**src/rtl/fdivr2_iterunit.sv**
```systemverilog
// Radix-2 SRT divider iteration engine with on-the-fly quotient conversion and final correction.
// Latency: N+2 cycles from the accepting edge to the done pulse; one operation per N+2 cycles.
// No backpressure: start is only sampled in IDLE and ignored while busy; abort flushes to IDLE.
module fdivr2_iterunit #(
  parameter int N = 16
) (
  input  logic         clk,
  input  logic         reset_n,
  input  logic         start,
  input  logic         abort,
  input  logic [N-1:0] X,
  input  logic [N-1:0] D,
  output logic         busy,
  output logic         done,
  output logic         err,
  output logic [N:0]   Q,
  output logic [N-1:0] Rem
);

  // Residual: 3 integer bits (incl. sign) + N+1 fraction bits.
  localparam int WW = N + 4;
  localparam int CW = $clog2(N + 1);

  localparam logic [1:0] S_IDLE = 2'd0;
  localparam logic [1:0] S_ITER = 2'd1;
  localparam logic [1:0] S_FIX  = 2'd2;

  logic [1:0]    state_q, state_d;
  logic [N-1:0]  d_q, d_d;
  logic [WW-1:0] w_q, w_d;
  logic [N:0]    u_q, u_d;
  logic [N:0]    um_q, um_d;
  logic [N:0]    c_q, c_d;
  logic [CW-1:0] cnt_q, cnt_d;
  logic [N:0]    quo_q, quo_d;
  logic [N-1:0]  rem_q, rem_d;
  logic          done_q, done_d;
  logic          err_q, err_d;

  // Datapath signals for one recurrence step.
  logic [WW-1:0]      w2;
  logic signed [3:0]  est;
  logic [WW-1:0]      dfrac;
  logic               q_pos;
  logic               q_neg;
  logic [WW-1:0]      w_next;
  logic [N:0]         u_next;
  logic [N:0]         um_next;

  // Correction and bound-check signals.
  logic               w_neg;
  logic [WW-1:0]      fix_sum;
  logic [N-1:0]       rem_fix;
  logic [N:0]         quo_fix;
  logic [WW-1:0]      w_mag;
  logic               w_in_bound;
  logic               unused_fix_bits;

  // 2W drops the top sign bit; |W| <= D < 1 keeps 2W inside the 3-bit integer range.
  assign w2    = {w_q[WW-2:0], 1'b0};
  // Estimate is 2W truncated to 1/2 units: 3 integer bits plus the first fraction bit.
  assign est   = w2[WW-1 -: 4];
  // Divisor as an N+1-bit fraction, zero-extended into the residual format.
  assign dfrac = {3'b000, d_q, 1'b0};

  // q=+1 when est >= 1/2, q=-1 when est <= -1, else q=0.
  assign q_pos = (est >= 4'sd1);
  assign q_neg = (est <= -4'sd2);

  // Residual recurrence and on-the-fly U/UM update (UM tracks U minus one ulp at C).
  always_comb begin
    w_next  = w2;
    u_next  = u_q;
    um_next = um_q | c_q;
    if (q_pos) begin
      w_next  = w2 - dfrac;
      u_next  = u_q | c_q;
      um_next = u_q;
    end else if (q_neg) begin
      w_next  = w2 + dfrac;
      u_next  = um_q | c_q;
      um_next = um_q;
    end
  end

  // A negative final residual means U overshot by one; take UM and add D back.
  assign w_neg   = w_q[WW-1];
  assign fix_sum = w_neg ? (w_q + dfrac) : w_q;
  // The residual LSB is always zero after N+1 steps, so bits [N:1] are the integer remainder.
  assign rem_fix = fix_sum[N:1];
  assign quo_fix = w_neg ? um_q : u_q;
  assign unused_fix_bits = ^{fix_sum[WW-1:N+1], fix_sum[0]};

  // Residual magnitude against D, both in N+1-bit fraction units.
  assign w_mag      = w_neg ? (-w_q) : w_q;
  assign w_in_bound = (w_mag <= dfrac);

  // Control FSM and next-state for all registers.
  always_comb begin
    state_d = state_q;
    d_d     = d_q;
    w_d     = w_q;
    u_d     = u_q;
    um_d    = um_q;
    c_d     = c_q;
    cnt_d   = cnt_q;
    quo_d   = quo_q;
    rem_d   = rem_q;
    done_d  = 1'b0;
    err_d   = 1'b0;
    case (state_q)
      S_IDLE: begin
        if (start && !abort) begin
          if (X[N-1] && D[N-1]) begin
            state_d = S_ITER;
            d_d     = D;
            w_d     = {4'b0000, X};
            u_d     = '0;
            um_d    = '0;
            c_d     = {1'b1, {N{1'b0}}};
            cnt_d   = CW'(N);
          end else begin
            err_d = 1'b1;
          end
        end
      end
      S_ITER: begin
        if (abort) begin
          state_d = S_IDLE;
        end else begin
          w_d  = w_next;
          u_d  = u_next;
          um_d = um_next;
          c_d  = c_q >> 1;
          if (cnt_q == '0) begin
            state_d = S_FIX;
          end else begin
            cnt_d = cnt_q - CW'(1);
          end
        end
      end
      S_FIX: begin
        state_d = S_IDLE;
        if (!abort) begin
          quo_d  = quo_fix;
          rem_d  = rem_fix;
          done_d = 1'b1;
        end
      end
      default: begin
        state_d = S_IDLE;
      end
    endcase
  end

  // State registers with asynchronous clear.
  always_ff @(posedge clk or negedge reset_n) begin
    if (!reset_n) begin
      state_q <= S_IDLE;
      d_q     <= '0;
      w_q     <= '0;
      u_q     <= '0;
      um_q    <= '0;
      c_q     <= '0;
      cnt_q   <= '0;
      quo_q   <= '0;
      rem_q   <= '0;
      done_q  <= 1'b0;
      err_q   <= 1'b0;
    end else begin
      state_q <= state_d;
      d_q     <= d_d;
      w_q     <= w_d;
      u_q     <= u_d;
      um_q    <= um_d;
      c_q     <= c_d;
      cnt_q   <= cnt_d;
      quo_q   <= quo_d;
      rem_q   <= rem_d;
      done_q  <= done_d;
      err_q   <= err_d;
    end
  end

  // The SRT selection keeps |W| <= D at all times; anything else is a datapath bug.
  a_w_bound: assert property (@(posedge clk) disable iff (!reset_n) w_in_bound);

  assign busy = (state_q != S_IDLE);
  assign done = done_q;
  assign err  = err_q;
  assign Q    = quo_q;
  assign Rem  = rem_q;

endmodule
```
**config.mk**
```make
export PLATFORM = sky130hd
export DESIGN_NAME = fdivr2_iterunit
export DESIGN_NICKNAME = d
export VERILOG_FILES = /design/src/rtl/fdivr2_iterunit.sv
export SDC_FILE = /design/constraint.sdc
export NUM_CORES = 1
export LEC_CHECK = 0
export BUFFER_PORTS_ARGS = -buffer_cell sky130_fd_sc_hd__buf_2
export CAP_MARGIN = 25
export CORE_UTILIZATION = 40
export DETAILED_ROUTE_END_ITERATION = 8
export PLACE_DENSITY = 0.59
export SLEW_MARGIN = 20
export SYNTH_ARGS = -nofsm -noshare
export SYNTH_HDL_FRONTEND = slang
export SYNTH_SLANG_ARGS = --single-unit
```
**constraint.sdc**
```tcl
create_clock -name clk -period 3.7 [get_ports clk]
set_clock_uncertainty 0.15 [all_clocks]
set_input_delay 1.11 -clock clk [delete_from_list [all_inputs] [get_ports clk]]
set_output_delay 1.11 -clock clk [all_outputs]
set_load 0.1 [all_outputs]
```
# After elaboration in Yosys (flattened, before gate mapping)
# Index checks and enable logic that the tools add are counted.
# Widths: inputs -> output; s select.
# word_totals
out_inout_bits	36
ff_bits	129
# classes
bitwise	3
order_cmp	2
n_addsub	4
n_reduce_logical	14
mux	37
eq_ne	9
# op_table
cell	n
$mux 17	13
$pmux 17 s2	3
$mux 20	5
$pmux 20 s2	1
$or 17x17->17	2
$add 20x17->20	1
$mux 5	4
$sub 20x17->20	1
$add 17x17->17	1
$reduce_and 5->1	3
$pmux 5 s2	1
$ne 3x3->1 const B	3
$mux 2	4
$ne 2x2->1 const B	4
$reduce_and 3->1	2
$logic_not 5->1	1
$mux 1	5
$sub 5x1->5 const B	1
$ge 4x2->1 const B	1
$le 4x2->1 const B	1
$pmux 2 s2	1
$reduce_and 4->1	1
$reduce_bool 2->1	2
$eq 2x1->1 const B	1
other kinds (6)	7

# Depth between registers and ports, before layout
# Gate-level depths: netlist of the first run.
# depth
depth_word	5
ltp_mapped	11
depth_no_buf	11

# Least setup slack after synthesis of the first run
# Ideal clock, no wire load.
# synth_path
kind	input -> register
startpoint	input port abort
endpoint	register u_q[10]
t_arrival_ns	2.709
setup_slack_ns	0.718
n_path_buf	2
path_stages	9
path_cell_list	nor4b_1 > and3_1 > buf_2 > nor2_1 > a21oi_2 > nand2_1 > buf_2 > o22ai_1 > a21oi_1
# synth_between
elab_chain_cells	4
word_cells_on_any_way	5
classes_between	eq/ne (2); reduce/logical (3)
# synth_lines
element	line	source
from (decl)	10	input logic abort,
$logic_not 1->1	--	
$logic_and 1x1->1	113	if (start && !abort) begin
$ne 2x2->1 (no source line)	--	
$reduce_and 5->1 (no source line) (*)	--	
to (signal assigned)	174	u_q <= u_d;
to (decl)	31	logic [N:0] u_q, u_d;
# Every way passes the cells marked *; elsewhere a longest branch is shown, timed or not.
# A chain may end at the register's enable or synchronous reset.

# Worst setup path in the final report of the first run
# layout_path
startpoint	register d_q[0]
endpoint	register w_q[11]
# layout_between
elab_chain_cells	5
word_cells_on_any_way	6
classes_between	add/sub (2); mux (4)
# layout_lines
element	line	source
from (decl)	29	logic [N-1:0] d_q, d_d;
from (signal assigned)	160	d_q <= '0;
from (signal assigned)	172	d_q <= d_d;
$add 20x17->20	80	w_next = w2 + dfrac;
$mux 20	79	end else if (q_neg) begin
$mux 20 (*)	75	if (q_pos) begin
$mux 20 (*)	128	if (abort) begin
$pmux 20 s2 (*)	111	case (state_q)
to (signal assigned)	173	w_q <= w_d;
to (decl)	30	logic [WW-1:0] w_q, w_d;
# Every way passes the cells marked *; elsewhere a longest branch is shown, timed or not. The select of a mux whose other input is x is not followed.

==> summary.md, run 1 <==
| Metric | Value |
|---|---|
| Final min period | `3.265 ns` |
| Worst hold start | `Q[1]` |
| Antenna Nets Post-Route | `0` |
| Cell mode on critical path | `a31oi_1` |
| Most common cell after layout, fill and taps aside | `dfrtp_1` |
| Clock Latency Late Sink | `0.43 ns` |
| Asr flop ratio synth | `1.000` |
| Sequential element share of the synthesized area | `0.4014` |
| Worst Path Max Fanout | `5` |
| Tightest Pin Transition | `1.008 ns` |
| DRC | `0` |
| Reg2reg end | `w_q[11]` |
| Hold Crit Class | `reg2reg` |
| Arrival @ worst endpoint | `3.38 ns` |
| Via count | `7184` |
| Pleak | `4.133 nW` |
| Yosys Warn Count | `0` |
| Nets | `1078` |
| Share of layout cells above drive strength 1 | `0.1367` |
| Number of rows in the core area | `51` |
| Max cap viols | `0` |
| Setup_tns | `0 ns` |
| Startpoint Class | `register` |
| Maximum VDD drop | `0.0004309 V` |
| Mean area per synthesized cell | `8.555 sq um` |
| Post-synth EDFFs | `0` |
| Synth Instances | `940` |
| CTS resizes | `0` |
| Setup Viol. Count Final | `0` |
| Clock tree sinks | `129` |
| Standard cell core area | `19590 sq um` |
| Hold WS | `0.3183 ns` |
| Final worst setup slack | `0.4351 ns` |
| Relative slew margins | `0.3276` |
| Finished Core Util | `0.4727` |
| Die width | `143.8 microns` |
| Worst reg2reg setup slack | `0.44 ns` |
| Die area | `20670 sq um` |
| Worst path cell trace | `ha_1, fa_1, nor2b_1, o21ai_1, a211o_1, a31oi_1, a31oi_1, xnor2_1, a222oi_1, o21ai_0` |
| Antenna violations before repair | `0` |
| DRT iter0 DRCs | `641` |
| I/O Pins | `72` |
| ANT cells | `0` |
| Syn nets | `1028` |
| Grt ovf | `0` |
| Clk buf depth | `2` |
| Global Route Usage Sum | `0.2303` |
| Hold path depth | `2` |
| Cells on worst reg2reg path | `10` |
| Pre-Repair DR Iteration Count | `5` |
| Status | `finished, final reports clean` |
| Routed wire length | `22.39 mm` |
| Cell variety after synth | `74` |
| Pin count of the biggest net entering global routing | `65` |
| WS Path Type | `reg2reg` |
| Period utilization | `0.8824` |
| Slowest Stage Delay on Critical Path | `0.45 ns` |
| Setup bufs post-CTS | `0` |
| Cts bufs inserted | `17` |
| Syn-to-layout area delta | `15.15%` |
| Die Height | `143.8 microns` |
| Drt via density | `5.670` |
| #FFs+latches synth | `129` |
| Final hold viol count | `0` |
| Most frequent cells in the layout | `129 x dfrtp_1, 123 x o21ai_0, 110 x a21oi_1, 103 x nand2_1, 70 x buf_2` |
| Crit-path leading delay family | `compound AO/OA/AOI/OAI gates` |
| Peak Freq | `306.3 MHz` |
| RSZ-0062 raised after global routing | `no` |
| Most used DFF post-synth | `dfrtp_1` |
| Worst reg2reg startpoint | `d_q[0]` |
| DP HPWL | `15.39 mm` |
| GPL Wtd Cong | `0.8952` |
| Post-cts hold buffer count | `0` |
| CP Data Required Time | `3.82 ns` |
| H-tree Lvls | `4` |
| Levels on crit path | `10` |
| Global-route wire length before repair | `36.38 mm` |
| Worst-path clk slew | `0.06 ns` |
| PortBufs | `71` |
| Wirelength per Cell | `17.67 microns` |
| Initial core utilization | `0.4105` |
| Root buffer cell | `clkbuf_16` |
| PD cells | `929.6 nW/um^2` |
| Pre-CTS setup slack | `0.2502 ns` |
| Critical-path top delay cell | `a31oi_1` |
| CTS tree | `done` |
| Hold endpoint | `Q[1]` |
| Worst Setup End Kind | `register` |
| Final Max Slew Viols | `0` |
| CP Buf/Inv Count | `0` |
| Synthesized area | `8041 sq um` |
| Vias in the first global route | `6764` |
[power breakdown]
part           switching, mW  total, mW  internal, mW
Clock                  0.703       1.77          1.07
Sequential             0.425       2.21          1.79
Combinational           3.01       4.63          1.62
Total                   4.13       8.61          4.47
[cells in the mapped netlist (3+ instances only)]
| master | n | area (sq um) |
|---|---|---|
| o221ai_1 | 7 | 61.31 |
| a21oi_1 | 111 | 555.5 |
| nand2_1 | 104 | 390.4 |
| nor4_1 | 3 | 18.77 |
| a22oi_1 | 7 | 52.55 |
| o21ai_0 | 123 | 615.6 |
| or4_1 | 4 | 30.03 |
| buf_2 | 7 | 35.03 |
| a221o_1 | 4 | 40.04 |
| a221oi_1 | 6 | 52.55 |
| nor2_1 | 44 | 165.2 |
| fa_1 | 3 | 60.06 |
| or3_1 | 4 | 25.02 |
| a21o_1 | 9 | 67.56 |
| xor2_1 | 9 | 78.83 |
| o21bai_1 | 5 | 37.54 |
| o22ai_1 | 24 | 150.1 |
| nor2b_1 | 10 | 62.56 |
| nand2b_1 | 5 | 31.28 |
| or2_2 | 3 | 18.77 |
| a311oi_1 | 5 | 43.79 |
| dfrtp_1 | 129 | 3228 |
| o21a_1 | 4 | 30.03 |
| o31ai_1 | 5 | 37.54 |
| clkbuf_1 | 48 | 180.2 |
| nor3_1 | 16 | 80.08 |
| ha_1 | 49 | 613.1 |
| xnor2_1 | 17 | 148.9 |
| mux2i_1 | 23 | 230.2 |
| nand3_1 | 29 | 145.1 |
| and3_1 | 6 | 37.54 |
| inv_1 | 54 | 202.7 |
| a21boi_0 | 3 | 22.52 |
| a31oi_1 | 7 | 43.79 |
[worst reg2reg max path, delay by kind of cell (launching register included)]
family	cells	cell delay [ns]
xor gates and xnor gates	1	0.17
and+or+nand+nor	1	0.13
AOI/OAI and AO/OA	6	1.58
DFF	1	0.42
adders and majority gates	2	0.67
[registers in the layout, summed over array words and instances (netlist names)]
name,cells
Q,17
w_q,20
c_q,17
state_q,2
u_q,17
cnt_q,5
d_q,16
done,1
err,1
um_q,17
Rem,16
[cell families (layout without fill, tap and decap cells)]
logic type	Yosys count	in the layout	synth area share
AO/OA/AOI/OAI	352	352	0.2623
flip-flops	129	129	0.4014
XOR/XNOR	26	26	0.02832
buffers and inverters	114	176	0.05508
multiplexers	23	23	0.02863
AND/OR/NAND/NOR	244	244	0.1405
adder cells (fa/ha/maj)	52	52	0.08371
[per-stage QoR]
step           power, mW  instance area, sq um  cells
2_1_floorplan      5.742                  8041    940
3_3_place_gp       6.782                  8655   1236
3_5_place_dp       6.784                  8655   1236
4_1_cts            8.589                  9260   1267
5_1_grt            9.191                  9260   1267
6_report           8.608                  9260   1267
[layer usage]
layer  up-vias  GRT usage  part of all wire
li1       3486          -                 -
met1      3461     0.3349              0.49
met5         -          0                 0
met2       204     0.3424              0.44
met4         0    0.08343             0.022
met3        33    0.03665             0.048
[area by class of cell]
| cell class | count | area (sq um) |
|---|---|---|
| fillers | 1980 | 10330 |
| repair buffers | 88 | 501.7 |
| well taps | 265 | 331.6 |
| multi-input cells | 697 | 4379 |
| clock inverters | 14 | 180.2 |
| clock buffers | 17 | 425.4 |
| inverters | 57 | 214.0 |
| flip-flops and latches | 129 | 3228 |
[worst max-delay path by stage]
stage                         end    from
after floorplan           u_q[10]   abort
after global placement    u_q[13]   start
after detailed placement   u_q[5]   start
after CTS                 w_q[15]  d_q[0]
after global routing      w_q[15]  d_q[0]
final                     w_q[11]  d_q[0]
Note: power is estimated with default switching activity, not from simulation.
==> run 2: changes to the inputs <==
CORE_ASPECT_RATIO = 1.4   (was unset)
==> run 2 against run 1 <==
  * The flow now finishes with violations (design-rule violations)
  * Largest cell class unchanged
  * Critical path depth unchanged
  * Cell count decreased by 0.71%
  * Utilization decreased by 0.38 points
  * Power increased by 0.20%
  * Maximum frequency increased by 0.63%
  * First-iteration DRC count decreased by 19%
  * Design area about the same
  * Clock-buffer cell count unchanged
  * Setup slack improved by 0.021 ns
  * Register-to-register slack improved by 0.02 ns
==> summary.md, run 2 (synthesis gave the netlist of run 1 again) <==
| Metric | Value |
|---|---|
| Pre-Repair DR Iteration Count | `7 (+2)` |
| Clk buf depth | `2 (unchanged)` |
| Hold Crit Class | `reg2reg` |
| Total power | `8.625 mW (+0.20%)` |
| Worst Path Max Fanout | `10 (+5)` |
| Arrival @ worst endpoint | `3.40 ns (+0.02 ns)` |
| Routed wire length | `23.56 mm (+5.2%)` |
| GPL Wtd Cong | `0.9152 (+2.2%)` |
| Root buffer cell | `clkbuf_16` |
| Cells on worst reg2reg path | `10 (unchanged)` |
| Clock Latency Late Sink | `0.43 ns (about the same)` |
| Grt ovf | `0 (unchanged)` |
| Filler cells | `1973 (-0.35%)` |
| CTS tree | `done` |
| Pleak | `4.148 nW (+0.36%)` |
| WS Path Type | `reg2reg` |
| ANT cells | `0 (unchanged)` |
| Hold path depth | `2 (unchanged)` |
| Nets | `1081 (+0.28%)` |
| Initial core utilization | `0.4068 (-0.003689)` |
| CTS resizes | `0 (unchanged)` |
| Setup_tns | `0 ns (unchanged)` |
| Standard cell core area | `19770 sq um (+0.91%)` |
| I/O Pins | `72 (unchanged)` |
| Tightest Pin Transition | `0.8106 ns (-0.1975 ns)` |
| Hold endpoint | `Rem[1]` |
| Wirelength per Cell | `18.73 microns (+6.0%)` |
| Relative slew margins | `0.4583 (+0.1307)` |
| Global-route wire length before repair | `38.01 mm (+4.5%)` |
| CP Data Required Time | `3.86 ns (+0.04 ns)` |
| DP HPWL | `16.58 mm (+7.8%)` |
| Vias in the first global route | `7083 (+4.7%)` |
| Antenna violations before repair | `0 (unchanged)` |
| Max cap viols | `0 (unchanged)` |
| Pin count of the biggest net entering global routing | `59 (-9.2%)` |
| Final min period | `3.244 ns (-0.02057 ns)` |
| Die Height | `169.8 microns (+18%)` |
| Drt via density | `5.746 (+1.3%)` |
| Number of rows in the core area | `61 (+20%)` |
| Cts bufs inserted | `17 (unchanged)` |
| Setup Viol. Count Final | `0 (unchanged)` |
| Biggest register | `w_q` |
| Most common cell after layout, fill and taps aside | `dfrtp_1` |
| Worst hold start | `Rem[1]` |
| H-tree Lvls | `4 (unchanged)` |
| Maximum VDD drop | `0.0004349 V (+0.94%)` |
| Status | `finished with violations` |
| DRC | `2 (+2)` |
| PortBufs | `71 (unchanged)` |
| Period utilization | `0.8768 (-0.005559)` |
| Global Route Usage Sum | `0.2403 (+0.009957)` |
| Die area | `20680 sq um (about the same)` |
| Syn-to-layout area delta | `15.26% (about the same)` |
| Reg2reg end | `w_q[16]` |
| Final hold viol count | `0 (unchanged)` |
| Worst-path clk slew | `0.07 ns (about the same)` |
| Post-cts hold buffer count | `0 (unchanged)` |
| Final Max Slew Viols | `0 (unchanged)` |
| Max reg flops | `20 (unchanged)` |
| Failing checks | `design-rule violations` |
| Clock tree sinks | `129 (unchanged)` |
| Setup bufs post-CTS | `0 (unchanged)` |
| RSZ-0062 raised after global routing | `no` |
| Antenna Nets Post-Route | `0 (unchanged)` |
| Startpoint Class | `register` |
| Peak Freq | `308.2 MHz (+0.63%)` |
| Worst Setup End Kind | `register` |
| Worst reg2reg startpoint | `d_q[10]` |
| Worst reg2reg setup slack | `0.46 ns (+0.02 ns)` |
| Die width | `121.8 microns (-15%)` |
| Most frequent cells in the layout | `129 x dfrtp_1, 123 x o21ai_0, 110 x a21oi_1, 103 x nand2_1, 70 x buf_2` |
| DRT iter0 DRCs | `518 (-19%)` |
| PD cells | `930.6 nW/um^2 (+0.11%)` |
| Via count | `7229 (+0.63%)` |
| Share of layout cells above drive strength 1 | `0.1412 (+0.004427)` |
run 2: routing by layer:
| metal | routed length (microns) | vias to the layer above | GRT usage |
|---|---|---|---|
| met5 | 0 | - | 0 |
| met4 | 1066 | 0 | 0.1283 |
| met3 | 876 | 51 | 0.04066 |
| met2 | 12270 | 198 | 0.4203 |
| met1 | 9354 | 3500 | 0.2755 |
| li1 | - | 3480 | - |
run 2: final cells by class:
type	instances	area, sq um	share of cell area
multi-input cells	697	4380	0.4726
inverters	57	214.0	0.02308
repair buffers	91	524.3	0.05656
well taps	252	315.3	0.03402
clock inverters	15	181.4	0.01957
flip-flops and latches	129	3228	0.3483
clock buffers	17	425.4	0.04590
run 2: where the power goes:
group / internal, mW / switching [mW] / leakage, nW / total, mW
Combinational: 1.64 / 3.04 / 2.17 / 4.67
Sequential: 1.78 / 0.430 / 1.68 / 2.21
Clock: 0.972 / 0.767 / 0.296 / 1.74
run 2: worst max path at each step:
stage,from,end,slack [ns],cells after the start
floorplan,abort,u_q[10],0.72,9
global placement,start,u_q[11],0.35,8
detailed placement,start,u_q[11],0.25,8
CTS,d_q[0],w_q[15],0.53,10
global route,d_q[0],w_q[19],0.32,10
finish,d_q[10],w_q[16],0.46,10
run 2: worst max-delay path, cell delays in order (launching register included):
cell      delay [ns]
dfrtp_1         0.43
inv_1           0.08
ha_1            0.47
inv_1           0.14
a21oi_1         0.28
o21ai_0         0.14
a2111o_1        0.44
o22ai_1         0.44
o21ai_0         0.14
o41a_1          0.15
a32o_1          0.28
run 2: per-stage QoR:
step	utilization	area [sq um]	setup slack (ns)	hold WS, ns	cells
after detailed placement	0.4382	8662	0.2494	0.3153	1226
after global routing	0.4689	9269	0.3153	0.3559	1258
after CTS	0.4689	9269	0.5276	0.3297	1258
final	0.4689	9269	0.4557	0.3223	1258
after floorplan	-	8041	0.7178	0.3188	940
after global placement	0.4382	8662	0.3528	0.3071	1226
